File: config.mk
export PLATFORM = sky130hd
export DESIGN_NAME = hex_display_ctrl
export DESIGN_NICKNAME = d
export VERILOG_FILES = /design/src/rtl/hex_display_pkg.sv /design/src/rtl/hex_seg_lut.sv /design/src/rtl/hex_display_ctrl.sv
export SDC_FILE = /design/constraint.sdc
export NUM_CORES = 1
export LEC_CHECK = 0
export CORE_UTILIZATION = 44
export DETAILED_ROUTE_END_ITERATION = 10
export GPL_ROUTABILITY_DRIVEN = 0
export HOLD_SLACK_MARGIN = 0.12
export PLACE_DENSITY = 0.75
export SLEW_MARGIN = 20
export SYNTH_ARGS = -nofsm -noshare
export SYNTH_HDL_FRONTEND = slang
export SYNTH_SLANG_ARGS = --single-unit
File: constraint.sdc
create_clock -name i_clk -period 2.3 [get_ports i_clk]
set_input_delay 0.345 -clock i_clk [delete_from_list [all_inputs] [get_ports i_clk]]
set_output_delay 0.345 -clock i_clk [all_outputs]
set_load 0.1 [all_outputs]
File: src/rtl/hex_display_pkg.sv
// hex_display_pkg
// Shared types and the nibble-to-segment table for the hex display controller.
// Segment words are active-low with bit order g..a (bit 6 = g, bit 0 = a).
package hex_display_pkg;

   typedef logic [6:0] seg_t;
   typedef logic [3:0] nibble_t;

   // All segments off.
   localparam seg_t SEG_BLANK = 7'h7F;

   // Glyphs for 0..F; index 0 is the first entry.
   localparam seg_t SEG_TABLE [16] = '{
      7'b1000000,   // 0
      7'b1111001,   // 1
      7'b0100100,   // 2
      7'b0110000,   // 3
      7'b0011001,   // 4
      7'b0010010,   // 5
      7'b0000010,   // 6
      7'b1111000,   // 7
      7'b0000000,   // 8
      7'b0010000,   // 9
      7'b0001000,   // A
      7'b0000011,   // b
      7'b1000110,   // C
      7'b0100001,   // d
      7'b0000110,   // E
      7'b0001110    // F
   };

endpackage

File: src/rtl/hex_seg_lut.sv
// hex_seg_lut
// Purely combinational decoder from one hex nibble to an active-low
// 7-segment word (g..a).
// Ports:
//   i_nibble  nibble to show
//   o_seg     active-low segment pattern
module hex_seg_lut
   import hex_display_pkg::*;
(
   input  nibble_t i_nibble,
   output seg_t    o_seg
);

   assign o_seg = SEG_TABLE[i_nibble];

endmodule

File: src/rtl/hex_display_ctrl.sv
// hex_display_ctrl
// Multi-digit 7-segment hex display controller. A NUM_DIGITS-nibble display
// register is loaded through a valid/ready port with a per-digit write mask.
// Every digit is decoded in parallel and driven as registered active-low
// segments, with per-digit enable and leading-zero blanking.
// Optional blinking is compiled in when the macro HEX_BLINK_EN is defined;
// otherwise there is no blink counter and i_blink_mask is ignored.
// Ports:
//   i_clk, i_rst_n   clock, asynchronous active-low reset
//   i_wr_valid       write request
//   o_wr_ready       high when a write can be accepted (low for one commit
//                    cycle after every accept)
//   i_wr_data        new nibbles, digit k at [4k+3:4k]
//   i_wr_mask        1 = update digit k
//   i_digit_en       1 = digit k lit
//   i_blank_lz       1 = suppress leading zeros (digit 0 always shown)
//   i_blink_mask     1 = digit k blinks (HEX_BLINK_EN builds only)
//   o_seg            digit k segments at [7k+6:7k], g..a, active-low
module hex_display_ctrl
   import hex_display_pkg::*;
#(
   parameter int NUM_DIGITS = 8,
   parameter int BLINK_DIV  = 25000000
) (
   input  logic                    i_clk,
   input  logic                    i_rst_n,
   input  logic                    i_wr_valid,
   output logic                    o_wr_ready,
   input  logic [4*NUM_DIGITS-1:0] i_wr_data,
   input  logic [NUM_DIGITS-1:0]   i_wr_mask,
   input  logic [NUM_DIGITS-1:0]   i_digit_en,
   input  logic                    i_blank_lz,
   input  logic [NUM_DIGITS-1:0]   i_blink_mask,
   output logic [7*NUM_DIGITS-1:0] o_seg
);

   logic [4*NUM_DIGITS-1:0] data_q, data_d;
   logic                    wr_ready_q, wr_ready_d;
   logic [7*NUM_DIGITS-1:0] seg_q, seg_d;
   logic                    accept_s;
   logic                    lz_run_s;
   logic [NUM_DIGITS-1:0]   lz_blank_s;
   logic [NUM_DIGITS-1:0]   blink_blank_s;
   seg_t                    lut_seg_s [NUM_DIGITS];

   assign accept_s = i_wr_valid & wr_ready_q;

   // Write port: masked nibble update and one-cycle commit after each accept.
   always_comb begin
      data_d     = data_q;
      wr_ready_d = 1'b1;
      if (accept_s) begin
         wr_ready_d = 1'b0;
         for (int k = 0; k < NUM_DIGITS; k++) begin
            if (i_wr_mask[k]) begin
               data_d[4*k +: 4] = i_wr_data[4*k +: 4];
            end else begin
               data_d[4*k +: 4] = data_q[4*k +: 4];
            end
         end
      end else begin
         wr_ready_d = 1'b1;
      end
   end

   // Leading-zero scan from the top digit; the run stops at the first
   // non-zero nibble (enable state does not matter) and never covers digit 0.
   always_comb begin
      lz_blank_s = {NUM_DIGITS{1'b0}};
      lz_run_s   = i_blank_lz;
      for (int k = NUM_DIGITS - 1; k >= 0; k--) begin
         if (lz_run_s && (data_q[4*k +: 4] == 4'h0) && (k != 0)) begin
            lz_blank_s[k] = 1'b1;
         end else begin
            lz_run_s = 1'b0;
         end
      end
   end

`ifdef HEX_BLINK_EN
   localparam int CNT_W = (BLINK_DIV > 2) ? $clog2(BLINK_DIV) : 1;

   logic [CNT_W-1:0] blink_cnt_q, blink_cnt_d;
   logic             blink_phase_q, blink_phase_d;

   // Free-running blink divider; phase toggles on each wrap.
   always_comb begin
      if (blink_cnt_q == CNT_W'(BLINK_DIV - 1)) begin
         blink_cnt_d   = {CNT_W{1'b0}};
         blink_phase_d = ~blink_phase_q;
      end else begin
         blink_cnt_d   = blink_cnt_q + CNT_W'(1);
         blink_phase_d = blink_phase_q;
      end
   end

   // Blink counter and phase registers.
   always_ff @(posedge i_clk or negedge i_rst_n) begin
      if (!i_rst_n) begin
         blink_cnt_q   <= {CNT_W{1'b0}};
         blink_phase_q <= 1'b0;
      end else begin
         blink_cnt_q   <= blink_cnt_d;
         blink_phase_q <= blink_phase_d;
      end
   end

   assign blink_blank_s = blink_phase_q ? i_blink_mask : {NUM_DIGITS{1'b0}};
`else
   logic unused_blink_s;
   assign unused_blink_s = ^i_blink_mask;
   assign blink_blank_s  = {NUM_DIGITS{1'b0}};
`endif

   for (genvar k = 0; k < NUM_DIGITS; k++) begin : g_lut
      hex_seg_lut u_lut (
         .i_nibble (data_q[4*k +: 4]),
         .o_seg    (lut_seg_s[k])
      );
   end

   // Per-digit output select: disable > leading zero > blink > glyph.
   always_comb begin
      seg_d = {NUM_DIGITS{SEG_BLANK}};
      for (int k = 0; k < NUM_DIGITS; k++) begin
         if (!i_digit_en[k]) begin
            seg_d[7*k +: 7] = SEG_BLANK;
         end else if (lz_blank_s[k]) begin
            seg_d[7*k +: 7] = SEG_BLANK;
         end else if (blink_blank_s[k]) begin
            seg_d[7*k +: 7] = SEG_BLANK;
         end else begin
            seg_d[7*k +: 7] = lut_seg_s[k];
         end
      end
   end

   // Display register, handshake flag and registered segment outputs.
   always_ff @(posedge i_clk or negedge i_rst_n) begin
      if (!i_rst_n) begin
         data_q     <= {(4*NUM_DIGITS){1'b0}};
         wr_ready_q <= 1'b1;
         seg_q      <= {NUM_DIGITS{SEG_BLANK}};
      end else begin
         data_q     <= data_d;
         wr_ready_q <= wr_ready_d;
         seg_q      <= seg_d;
      end
   end

   assign o_seg      = seg_q;
   assign o_wr_ready = wr_ready_q;

endmodule
==> qor.csv, run 1 <==
metric,value,unit
via count,3643,
Worst-Margin Slew,505,ps
Ys Warns,0,
# rows,37,
vias per cell,5.13,
critical path endpoint,o_seg[12],
# Max-Cap Violations,0,
fillers,861,
die height,107,um
worst hold slack,506,ps
fin crit period,2270,ps
DR iter-0 viols,91,
CTS H-tree depth,3,
CTS buffer count,9,
share of flip-flops with an asynchronous set or reset,100,%
combinational share of power,47.2,%
clock sink count,89,
Post-Syn Area,4830,um^2
RR Endpoint,o_seg[12],
worst reg2reg path startpoint,data_q[16],
Worst Path Required,2580,ps
endpoints failing setup,0,
Clk Tree Root Cell,clkbuf_8,
Post-synth EDFFs,0,
Syn Inst Count,451,
Post-Syn Nets,554,
dpl ws,35.6,ps
Clock Skew,12.4,ps
core area,10500,um^2
Final Max Tran Viols,0,
Final Hold Vio Count,0,
gr usage total,18.3,%
sw frac,44.8,%
Critical Path Source,data_q[16],
Synth Flop Type,dfstp_2,
total gr overflow,0,
ranking of synthesized cells by area,"dfstp_2 31%, dfrtp_1 17%, ha_1 11%",
Clock Path Buffers,2,
max_slew headroom,66.4,%
fraction of layout cells with a size suffix above 1,35.5,%
fmax,0.441,GHz
syn avg cell area,10.7,um^2
pin count of the biggest net entering global routing,41,
Pwr Density,1050,nW/um^2
register share of total power,33.8,%
Layout area overhead,30.8,%
fraction of synthesized cell area taken by the top area cell type,31.0,%
Worst VDD drop,0.492,mV
startpoint type of the worst setup path,flip-flop,
worst-path maximum fanout,7,
Critical Path AT,2550,ps
WS Path Type,flip-flop to flip-flop,
final net count,673,
Die Wd,107,um
Internal Pwr Total,3.65,mW
vias in the first global route,3507,
global-route wire length before repair,16400,um
drt pass-1 iters,4,
Starting Density,46.0,%
Post-route DRC,0,
final WL,9820,um
Final Worst Setup Slack,30.1,ps
Clock power frac,19.0,%
Hold Path Class,input port to asynchronous set/reset pin,
Netlist cell types,37,
sequential area share after synthesis,47.6,%
Buffers on Ports,108,
Net Switching,2.97,mW
diode count,0,
die area,11400,um^2
total power,6.62,mW
CTS tree,yes,
status,"complete, no violations",
ANT nets after route,0,
# IOs,117,
dpl hpwl,7390,um
r2r worst-path depth,6,
RSZ-0062 raised after global routing,yes,
P_leak,2.72,nW
r2r setup slk,30,ps
initial antenna violation count,0,
Yosys top cell by area,dfstp_2,
Clock Latency Late Sink,350,ps
Wirelength per Cell,13.8,um
synthesis-stage register bit count,89,
Crit. End Element,flip-flop,
clk slew on worst S/H paths,90,ps
crit share post-route,98.7,%
-- routing by layer --
metal	share of wire (%)	vias to the layer above	GRT usage (%)	wire (um)
li1	-	1829	-	-
met1	45	1724	22.7	4380
met2	50	76	31.7	4880
met3	3.7	14	2.74	368
met4	1.9	0	8.02	187
met5	0	-	0	0
-- stage by stage --
step                      instance area, um^2  std cells  TNS [ps]  util [%]
after floorplan                          4860        451         0         -
after global placement                   6010        691         0      57.2
after detailed placement                 6010        691         0      57.2
after CTS                                6260        707         0      59.6
after global routing                     6320        710      -107      60.1
final                                    6320        710         0      60.1
-- layout make-up --
class | instances | area, um^2 | share of cell area [%]
Sequential cell | 89 | 2300 | 36.4
Multi-Input combinational cell | 311 | 2390 | 37.9
Timing Repair Buffer | 129 | 1110 | 17.5
Clock inverter | 3 | 90.1 | 1.43
Tap cell | 136 | 170 | 2.69
Inverter | 30 | 113 | 1.78
Clock buffer | 12 | 145 | 2.30
-- cells by family after synthesis --
| family | share of synthesized area, % |
|---|---|
| multiplexers | 10.1 |
| AND/OR/NAND/NOR | 12.8 |
| buffers and inverters | 4.14 |
| adder cells (fa/ha/maj) | 11.1 |
| AO/OA/AOI/OAI | 14.3 |
| flip-flops | 47.6 |
-- registers in the layout, indices dropped and copies added (netlist names) --
signal      count
data_q         32
o_seg          56
o_wr_ready      1
-- worst min path at each step --
| stage | startpoint | endpoint | cells past startpoint |
|---|---|---|---|
| after floorplan | i_rst_n | data_q[0] | 0 |
| after global placement | i_rst_n | data_q[26] | 1 |
| after detailed placement | i_rst_n | data_q[27] | 1 |
| after CTS | i_rst_n | data_q[27] | 2 |
| after global routing | i_digit_en[3] | o_seg[26] | 2 |
| final | i_rst_n | data_q[31] | 2 |
-- layout by cell type (no fill, tap or decap), drive strengths merged, types with 3 or more instances in the layout --
cell	n
a21o	4
a21oi	6
buf	78
bufinv	3
clkbuf	12
clkdlybuf4s50	50
dfrtp	32
dfstp	57
ha	43
inv	30
mux2	37
mux2i	5
nand2	56
nand2b	17
nand3	21
nand3b	3
nor2	17
nor2b	6
o211ai	33
o21a	7
o21ai	18
o311ai	18
-- synth_stat cells (2+ instances only) --
cell type  count
clkbuf_1      19
a32oi_1        2
a21oi_1        6
o31a_1         2
and2_1         2
nor2_1        17
dfstp_2       57
a21o_1         4
mux2_2        37
o21a_1         7
nand2_1       56
mux2i_1        5
o21ai_0       18
o211ai_1      33
o311ai_0      18
a211oi_1       2
nand3b_1       3
inv_1         30
nor2b_1        6
ha_1          43
dfrtp_1       32
nand3_1       21
nand2b_1      17
-- critical path: stages, from the launching register on --
cell and delay [ps]:
dfrtp_1 400, inv_2 90, ha_4 130, or3b_4 380, or4_4 510, or4_4 570
nand3_1 120
-- what timing repair did --
| item | CTS | global route |
|---|---|---|
| endpoints found under the hold margin | 14 | 0 |
| endpoints found under the setup margin | 0 | 30 |
| setup buffers | 0 | 3 |
| gates resized for setup | 0 | 10 |
| hold buffers | 1 | 0 |
-- power by group through the flow --
stage | Clock (mW) | Sequential (mW) | Combinational [mW]
2_1_floorplan | 0 | 3.71 | 0.974
3_3_place_gp | 0 | 2.25 | 3.04
3_5_place_dp | 0 | 2.26 | 3.09
4_1_cts | 1.29 | 2.24 | 3.10
5_1_grt | 1.37 | 2.29 | 3.33
6_report | 1.25 | 2.24 | 3.13
Note: power is estimated with default switching activity, not from simulation.
==> run 2, diff against run 1 <==
--- a/config.mk
+++ b/config.mk
@@ -6,11 +6,11 @@
 export NUM_CORES = 1
 export LEC_CHECK = 0
 export CORE_UTILIZATION = 44
+export CTS_CLUSTER_SIZE = 16
 export DETAILED_ROUTE_END_ITERATION = 10
 export GPL_ROUTABILITY_DRIVEN = 0
-export HOLD_SLACK_MARGIN = 0.12
+export HOLD_SLACK_MARGIN = 0.15
 export PLACE_DENSITY = 0.75
-export SLEW_MARGIN = 20
 export SYNTH_ARGS = -nofsm -noshare
 export SYNTH_HDL_FRONTEND = slang
 export SYNTH_SLANG_ARGS = --single-unit
==> results of run 2 <==
Final layout, timing and power as in run 1 (identical DEF).
==> run 3, diff against run 2 <==
--- a/config.mk
+++ b/config.mk
@@ -10,7 +10,9 @@
 export DETAILED_ROUTE_END_ITERATION = 10
 export GPL_ROUTABILITY_DRIVEN = 0
 export HOLD_SLACK_MARGIN = 0.15
+export MAX_ROUTING_LAYER = met4
 export PLACE_DENSITY = 0.75
+export SLEW_MARGIN = 5
 export SYNTH_ARGS = -nofsm -noshare
 export SYNTH_HDL_FRONTEND = slang
 export SYNTH_SLANG_ARGS = --single-unit
==> run 3 against run 2 <==
Die area did not move. Clock-buffer cell count did not move. Wire length rose by 0.17%. Core utilization did not move. Fmax barely moved. Total power barely moved. Via count rose by 0.52%. First-iteration DRC count fell by 7.7%. Cell area did not move. Combinational power barely moved. Clock skew barely moved.
==> qor.csv, run 3 (synthesis gave the netlist of run 1 again) <==
metric,value,unit
Final Hold Vio Count,0,
Worst VDD drop,0.492,mV
die area,11400,um^2
final net count,673,
gr usage total,18.8,%
Clock Skew,12.5,ps
worst reg2reg path startpoint,data_q[16],
combinational share of power,47.2,%
"commonest non-fill, non-tap cells in the layout","77 x buf_4, 57 x dfstp_2, 56 x nand2_1, 50 x clkdlybuf4s50_1, 40 x ha_1",
ANT nets after route,0,
Critical Path AT,2550,ps
fraction of layout cells with a size suffix above 1,35.5,%
fillers,861,
"most used cell, CP",or4_4,
worst stage delay on the critical path,570,ps
CTS tree,yes,
"Cell Area, Placed",6010,um^2
Crit. End Element,flip-flop,
fmax,0.441,GHz
pin count of the biggest net entering global routing,41,
r2r setup slk,30,ps
Die Wd,107,um
worst-path maximum fanout,7,
Crit-path slowest cell,or4_4,
Layout area overhead,30.8,%
status,"complete, no violations",
# Max-Cap Violations,0,
clk slew on worst S/H paths,90,ps
final instance area,6320,um^2
final WL,9830,um
startpoint type of the worst setup path,flip-flop,
Buffers on Ports,108,
Net Switching,2.97,mW
CTS buffer count,9,
worst hold slack,502,ps
initial antenna violation count,0,
crit share post-route,98.7,%
Wirelength per Cell,13.9,um
sw frac,44.8,%
Final Max Tran Viols,0,
register share of total power,33.8,%
Clk Tree Root Cell,clkbuf_8,
dpl hpwl,7390,um
buffer and inverter count on the worst path,1,
diode count,0,
die height,107,um
Worst Path Required,2580,ps
# IOs,117,
global-route wire length before repair,16300,um
fin crit period,2270,ps
total gr overflow,0,
CP top delay family,simple AND/OR/NAND/NOR gates,
vias per cell,5.16,
Pwr Density,1050,nW/um^2
Starting Density,46.0,%
core area,10500,um^2
RR Endpoint,o_seg[12],
# rows,37,
critical path cell sequence,inv_2 > ha_4 > or3b_4 > or4_4 > or4_4 > nand3_1,
total power,6.62,mW
WS Path Type,flip-flop to flip-flop,
P_leak,2.72,nW
RSZ-0062 raised after global routing,yes,
DR iter-0 viols,84,
Hold Path Class,input port to asynchronous set/reset pin,
vias in the first global route,3501,
Post-route DRC,0,
max_slew headroom,66.9,%
clock sink count,89,
Clock Path Buffers,2,
Clock Latency Late Sink,350,ps
max FFs per register,56,
drt pass-1 iters,4,
FF+latch area,2300,um^2
endpoints failing setup,0,
r2r worst-path depth,6,
Worst-Margin Slew,496,ps
Internal Pwr Total,3.65,mW
"commonest non-fill, non-tap cell in the layout",buf_4,
Multi-input gate area,2390,um^2
Clock power frac,19.0,%
CTS H-tree depth,3,
via count,3662,
-- run 3: per-stage QoR --
stage	instances	setup slack, ps	setup TNS (ps)	utilization [%]
6_report	710	30.4	0	60.1
5_1_grt	710	-27.0	-107	60.1
4_1_cts	707	9.62	0	59.6
3_5_place_dp	691	35.6	0	57.2
3_3_place_gp	691	66.7	0	57.2
2_1_floorplan	451	18.2	0	-
-- run 3: layout make-up --
cell class,instances,share of cell area (%)
inverters,30,1.78
flip-flops and latches,89,36.4
well taps,136,2.69
repair buffers,129,17.5
clock inverters,3,1.43
multi-input cells,311,37.9
clock buffers,12,2.30
-- run 3: power groups by stage --
stage               registers [mW]  clock network (mW)  logic (mW)
global route                  2.29                1.37        3.33
floorplan                     3.71                   0       0.974
detailed placement            2.26                   0        3.09
global placement              2.25                   0        3.04
CTS                           2.24                1.29        3.10
finish                        2.24                1.26        3.13
-- run 3: worst max path at each step --
stage	start	to	slack (ps)	cells after the start
CTS	data_q[16]	o_seg[7]	10	6
finish	data_q[16]	o_seg[12]	30	6
global route	data_q[16]	o_seg[12]	-30	6
detailed placement	data_q[16]	o_seg[7]	40	6
floorplan	data_q[16]	o_seg[11]	20	7
global placement	data_q[16]	o_seg[8]	70	6
-- run 3: layer usage --
layer	part of all wire [%]	global-route usage [%]	vias up
li1	-	-	1827
met1	45	22.7	1737
met2	50	31.7	83
met3	3.6	2.67	15
met4	1.8	8.02	0
met5	0	-	-
-- run 3: repair_timing --
action | 4_1_cts | 5_1_grt
hold buffers | 1 | 0
endpoints found under the hold margin | 14 | 0
buffers inserted | 0 | 3
setup endpoints to repair | 0 | 30
resized for setup | 0 | 10
